File: src/rtl/mem_arbiter.sv
// Round-robin arbiter sharing one unified fixed-latency memory port between
// instruction fetch (I, read-only) and LDUR/STUR data access (D).
//
// state | meaning
// IDLE  | no read outstanding; grants may be issued
// WAIT  | read outstanding; cnt counts down the memory latency
// RESP  | mem_rdata valid this cycle; captured into the owner's rdata
module mem_arbiter #(
  parameter int AW      = 64,
  parameter int DW      = 64,
  parameter int MEM_LAT = 2
) (
  input  logic          clk,
  input  logic          rst,
  input  logic          i_req,
  input  logic [AW-1:0] i_addr,
  output logic          i_gnt,
  output logic          i_rvalid,
  output logic [DW-1:0] i_rdata,
  input  logic          d_req,
  input  logic          d_we,
  input  logic [AW-1:0] d_addr,
  input  logic [DW-1:0] d_wdata,
  output logic          d_gnt,
  output logic          d_rvalid,
  output logic [DW-1:0] d_rdata,
  output logic          mem_en,
  output logic          mem_we,
  output logic [AW-1:0] mem_addr,
  output logic [DW-1:0] mem_wdata,
  input  logic [DW-1:0] mem_rdata,
  output logic          busy
);

  typedef enum logic [1:0] {IDLE, WAIT, RESP} state_t;

  localparam logic       PORT_I = 1'b0;
  localparam logic       PORT_D = 1'b1;
  localparam logic [3:0] LAT_M1 = 4'(MEM_LAT - 1);

  state_t        state, state_nx;
  logic [3:0]    cnt, cnt_nx;
  logic          last, last_nx;
  logic          owner, owner_nx;
  logic          i_rv_q, i_rv_nx, d_rv_q, d_rv_nx;
  logic [DW-1:0] i_rd_q, i_rd_nx, d_rd_q, d_rd_nx;
  state_t        read_state;

  // With MEM_LAT=1 the data arrives in the cycle right after the grant.
  assign read_state = (MEM_LAT == 1) ? RESP : WAIT;

  always_ff @(posedge clk) begin
    if (rst) begin
      state  <= IDLE;
      cnt    <= '0;
      last   <= PORT_D;
      owner  <= PORT_I;
      i_rv_q <= 1'b0;
      d_rv_q <= 1'b0;
      i_rd_q <= '0;
      d_rd_q <= '0;
    end else begin
      state  <= state_nx;
      cnt    <= cnt_nx;
      last   <= last_nx;
      owner  <= owner_nx;
      i_rv_q <= i_rv_nx;
      d_rv_q <= d_rv_nx;
      i_rd_q <= i_rd_nx;
      d_rd_q <= d_rd_nx;
    end
  end

  always_comb begin
    state_nx  = state;
    cnt_nx    = cnt;
    last_nx   = last;
    owner_nx  = owner;
    i_rv_nx   = 1'b0;
    d_rv_nx   = 1'b0;
    i_rd_nx   = i_rd_q;
    d_rd_nx   = d_rd_q;
    i_gnt     = 1'b0;
    d_gnt     = 1'b0;
    mem_en    = 1'b0;
    mem_we    = 1'b0;
    mem_addr  = '0;
    mem_wdata = '0;
    case (state)
      IDLE: begin
        if (!rst) begin
          // I wins when alone or when D was served last.
          if (i_req && (!d_req || last == PORT_D)) begin
            i_gnt    = 1'b1;
            mem_en   = 1'b1;
            mem_addr = i_addr;
            last_nx  = PORT_I;
            owner_nx = PORT_I;
            cnt_nx   = LAT_M1;
            state_nx = read_state;
          end else if (d_req) begin
            d_gnt     = 1'b1;
            mem_en    = 1'b1;
            mem_we    = d_we;
            mem_addr  = d_addr;
            mem_wdata = d_wdata;
            last_nx   = PORT_D;
            if (!d_we) begin
              owner_nx = PORT_D;
              cnt_nx   = LAT_M1;
              state_nx = read_state;
            end
          end
        end
      end
      WAIT: begin
        cnt_nx = cnt - 4'd1;
        if (cnt == 4'd1) state_nx = RESP;
      end
      RESP: begin
        state_nx = IDLE;
        if (owner == PORT_I) begin
          i_rd_nx = mem_rdata;
          i_rv_nx = 1'b1;
        end else begin
          d_rd_nx = mem_rdata;
          d_rv_nx = 1'b1;
        end
      end
      default: state_nx = IDLE;
    endcase
  end

  // Registered outputs are masked during reset so they read as idle at once.
  assign busy     = (state != IDLE) && !rst;
  assign i_rvalid = i_rv_q && !rst;
  assign d_rvalid = d_rv_q && !rst;
  assign i_rdata  = rst ? '0 : i_rd_q;
  assign d_rdata  = rst ? '0 : d_rd_q;

endmodule

File: config.mk
export PLATFORM = sky130hd
export DESIGN_NAME = mem_arbiter
export DESIGN_NICKNAME = d
export VERILOG_FILES = /design/src/rtl/mem_arbiter.sv
export SDC_FILE = /design/constraint.sdc
export NUM_CORES = 1
export LEC_CHECK = 0
export ABC_AREA = 0
export BUFFER_PORTS_ARGS = -buffer_cell sky130_fd_sc_hd__clkbuf_2
export CORE_AREA = 2 2 206 208
export CTS_CLUSTER_SIZE = 40
export DETAILED_ROUTE_END_ITERATION = 7
export DIE_AREA = 0 0 208 210
export PLACE_DENSITY_LB_ADDON = 0.3
export SLEW_MARGIN = 15
export SYNTH_ARGS = -nofsm -noshare
export SYNTH_HDL_FRONTEND = slang
export SYNTH_SLANG_ARGS = --single-unit
File: constraint.sdc
create_clock -name clk -period 2.8 [get_ports clk]
set_input_delay 0.84 -clock clk [delete_from_list [all_inputs] [get_ports clk]]
set_output_delay 0.84 -clock clk [all_outputs]
set_load 0.005 [all_outputs]
After elaboration in Yosys (flattened, before gate mapping)
Index checks and enable logic that the tools add are counted.
{ "op_classes": {"add_sub_neg": 1, "n_eq_ne": 7, "muxes": 40, "bitwise": 2, "reduce_logical": 18} }
{ "ops": {"columns": ["operator", "count"], "rows": [
  ["2-to-1 mux 64 bit", 10],
  ["2-to-1 mux 1 bit", 21],
  ["2-to-1 mux 4 bit", 3],
  ["AND reduction 3 bit", 3],
  ["2-to-1 mux 2 bit", 4],
  ["case mux 4 bit (2 select lines)", 1],
  ["inequality test 3 bit (second input constant)", 2],
  ["AND reduction 2 bit", 3],
  ["nonzero test 2 bit", 3],
  ["equality test 4 x 1 -> 1 bit (second input constant)", 1],
  ["logical AND 1 bit", 4],
  ["case mux 2 bit (2 select lines)", 1],
  ["subtractor 4 x 1 -> 4 bit (second input constant)", 1],
  ["equality test 2 x 1 -> 1 bit (second input constant)", 1],
  ["equality test 2 bit (second input constant)", 1],
  ["logical NOT 1 bit", 2],
  ["logical NOT 2 bit", 1],
  ["inequality test 2 x 1 -> 1 bit (second input constant)", 1],
  ["inequality test 2 bit (second input constant)", 1],
  ["inverter 1 bit", 2],
  ["OR reduction 2 bit", 1],
  ["logical OR 1 bit", 1]
]} }
{ "word_totals": {"regBits": 138, "input_bits": 261, "output_inout_bits": 263, "word_cells": 76} }

Longest topological paths before layout
{ "logic_depth": {"depth_word": 6, "ltp_mapped": 6, "ltp_nobuf": 5} }

Least setup slack after synthesis
OpenSTA, ideal clock, no wires.
{ "synth_timing": {"path_type": "input to output", "start": "input rst", "end": "output mem_addr[0]", "arrival_time_ns": 1.611, "t_required_ns": 1.960, "setup_slack_ns": 0.349, "stages": 5, "path_buffers": 2, "path_cell_list": "nor3_2 -> and3_1 -> buf_6 -> buf_6 -> a22o_1"} }
{ "synth_via": {"elab_chain_len": 2} }
{ "synth_rtl": {"columns": ["element", "line", "source"], "rows": [
  ["from (decl)", "14", "input logic rst,"],
  ["2-to-1 mux 64 bit", "91", "if (!rst) begin"],
  ["2-to-1 mux 64 bit", "89", "case (state)"],
  ["to (decl)", "29", "output logic [AW-1:0] mem_addr,"]
]} }
Every way passes these cells.

Worst setup path in the final report
{ "layout_timing": {"start": "input rst", "end": "output mem_addr[14]"} }
Same word-level chain as after synthesis.

==> flow_metrics.tcl <==
set metrics [dict create \
    status "complete, but fails checks" \
    violations "setup timing" \
    dieWidth_um 208 \
    cts_tree "yes" \
    htree_levels 4 \
    fillerInstances 4615 \
    finalSetupViolations 86 \
    clock_skew_ns 0.00753 \
    track_usage_pct 17.1 \
    syn_to_final_growth_pct 64.8 \
    path_buf_inv 4 \
    hold_buffers 0 \
    cts_sinks 138 \
    max_freq_mhz 351 \
    multi_input_area_sq_um 3260 \
    clk_pin_slew_ns 0.06 \
    cts_buffer_depth 2 \
    setup_slack_ns -0.0514 \
    initial_core_util_pct 15.3 \
    design_power_total_w 0.00501 \
    overflow 0 \
    layout-drive-gt1-share_pct 52.8 \
    synth_top_cell_by_area "dfxtp_1" \
    firstDrtPassIters 4 \
    synthFlopType "dfxtp_1" \
    crit_required_ns 1.96 \
    irDropWorstVdd_v 0.000394 \
    cpLargestDelayFamily "buffers and inverters" \
    crit_path_start_kind "input port" \
    syn_area_sq_um 6360 \
    tns_ns -1.63 \
    synth.area.top_cells "dfxtp_1, o22a_1, nor2b_1" \
    end_kind "output port" \
    syn_inst 634 \
    crit_fanout 11 \
    clock-root-buffer "clkbuf_16" \
    grt_pass1_wl_um 53000 \
    worst_pin_slew_ns 0.590 \
    holdPathEnd "cnt[3]" \
    syn_nets 897 \
    slowest_stage "and3_4" \
    grt_pass1_vias 7082 \
    num_rows 75 \
    route.detailed.drc 0 \
    cts_made_buffers 17 \
    io_buffer_count 523 \
    antenna_found_initial 26 \
    pre_cts_ws_ns -0.187 \
    async_flop_share_pct 0 \
    totalWireLength_um 39800 \
    arrival_ns 2.01 \
    p_leak_nw 5.17 \
    grt_max_degree 56 \
    fin_crit_ns 2.85 \
    fin_crit_sh_pct 102 \
    r2r_setup_slack_ns 0.79 \
    yosys_register_bits 138 \
    whs_path_depth 2 \
    rr_endpoint "i_rd_q[4]" \
    critPathKind "in2out" \
    gp_congestion 0.960 \
    vias 7165 \
    relSlewSlack_pct 60.4 \
    maxCapViolations 0 \
    p_per_area_nw_per_um2 478 \
    syn_area_per_cell_sq_um 10.0 \
    hold_violations 0 \
    reg2regPathDepth 5 \
    first_iter_violations 340 \
    clk_latency_ns 0.43 \
    vias_per_cell 4.17 \
    nets 1412 \
    synth.most_common_cell "dfxtp_1" \
    finalMaxSlewViolations 0 \
    io_pins 524 \
    hpwl_um 32000 \
    min_from "cnt[3]" \
    synthTopCellsByCount "dfxtp_1, nor2b_1, o22a_1" \
    die_height_um 210 \
    wire_per_inst_um 23.2 \
    yosysUniqueCellTypes 32 \
    worst_path_largest_cell_delay_ns 0.30 \
    hp-class "reg2reg" \
    seqCellArea_sq_um 2760 \
    synth_edf_count 0 \
    coreArea_sq_um 41500 \
    r2r_start "state[1]" \
    cp_cell_sequence "buf_12 -> nor3_4 -> and3_4 -> buf_4 -> clkbuf_16 -> a22o_1 -> clkbuf_2" \
    drtAntennaViolNets 0 \
    synth_top_area_share_pct 43.4 \
    yosysSeqAreaShare_pct 43.4 \
    die-area_sq_um 43700 \
    ys_warn_count 0 \
    rsz0062_at_grt "yes" \
]
## final cells by class
cell class | count | share of cell area [%]
repair buffers | 561 | 30.5
flip-flops and latches | 138 | 26.4
diodes | 17 | 0.406
clock inverters | 13 | 0.907
inverters | 2 | 0.0716
clock buffers | 19 | 4.23
multi-input cells | 429 | 31.1
well taps | 539 | 6.44
## stage by stage
stage               hold slack (ns)  utilization [%]  cells  instance area, sq um
finish                        0.526             25.3   1718                 10500
global route                  0.552             25.2   1709                 10500
CTS                           0.512             24.6   1694                 10200
detailed placement            0.502             23.0   1660                  9550
global placement              0.486             23.0   1660                  9550
floorplan                     0.467                -    634                  6360
## worst max-delay path by stage
stage	from	slack, ns	cells after the start	endpoint
2_1_floorplan	rst	0.35	5	mem_addr[0]
3_3_place_gp	rst	-0.17	6	mem_addr[16]
3_5_place_dp	rst	-0.19	6	mem_addr[16]
4_1_cts	rst	-0.06	7	mem_addr[37]
5_1_grt	rst	-0.12	7	mem_addr[39]
6_report	rst	-0.05	7	mem_addr[14]
## layer usage
metal  up-vias  share of wire [%]  GRT usage, %
li1       3340                  -             -
met1      3426                 39          18.5
met2       332                 51          29.2
met3        51                7.7          6.36
met4        16                2.1          9.15
met5         -               0.25             0
## report_power, final
| part | internal (W) | switching [W] | total [W] |
|---|---|---|---|
| Sequential | 0.00202 | 0.0000222 | 0.00204 |
| Combinational | 0.000441 | 0.000438 | 0.000879 |
| Clock | 0.00116 | 0.000926 | 0.00209 |
## repair_timing
item,4_1_cts,5_1_grt
cloned,2,4
setup endpoints to repair,173,116
buffers inserted,0,3
gates resized for setup,11,58
pin swaps,1,11
hold endpoints to repair,0,0
## state kept, by name (all words and copies together) (netlist names)
name and count:
cnt 4, owner 1, last 1, d_rv_q 1
i_rv_q 1, i_rd_q 64, state 2, d_rd_q 64
## placed cells by master (no fill, tap or decap), types with 2 or more instances in the layout
master        n
clkbuf_2    493
dfxtp_1     137
nor2b_1     133
o22a_1      128
a22o_1       61
and2_1       55
buf_4        24
clkbuf_16    20
diode_2      17
buf_2        17
buf_6        12
and2_4       11
buf_12        9
o21ai_0       5
a21oi_1       5
clkinv_2      4
a22o_4        3
nor2_1        3
nand3b_1      3
inv_6         3
clkinv_4      3
clkinvlp_4    3
and3_4        2
nand2b_1      2
inv_1         2
nor2_4        2
a31oi_1       2
ha_1          2
## kinds of logic after synthesis
| kind of cell | after synthesis | share of synthesized area, % |
|---|---|---|
| buf+inv | 67 | 6.73 |
| flops | 138 | 43.4 |
| compound gates | 207 | 27.8 |
| fa+ha+maj | 2 | 0.393 |
| simple gates | 220 | 21.7 |
## tightest hold or removal path, cell delays in order, from the launching register on
cell     delay (ns)
dfxtp_1        0.33
o21ai_0        0.08
a31oi_1        0.07
Note: power is estimated with default switching activity, not from simulation.
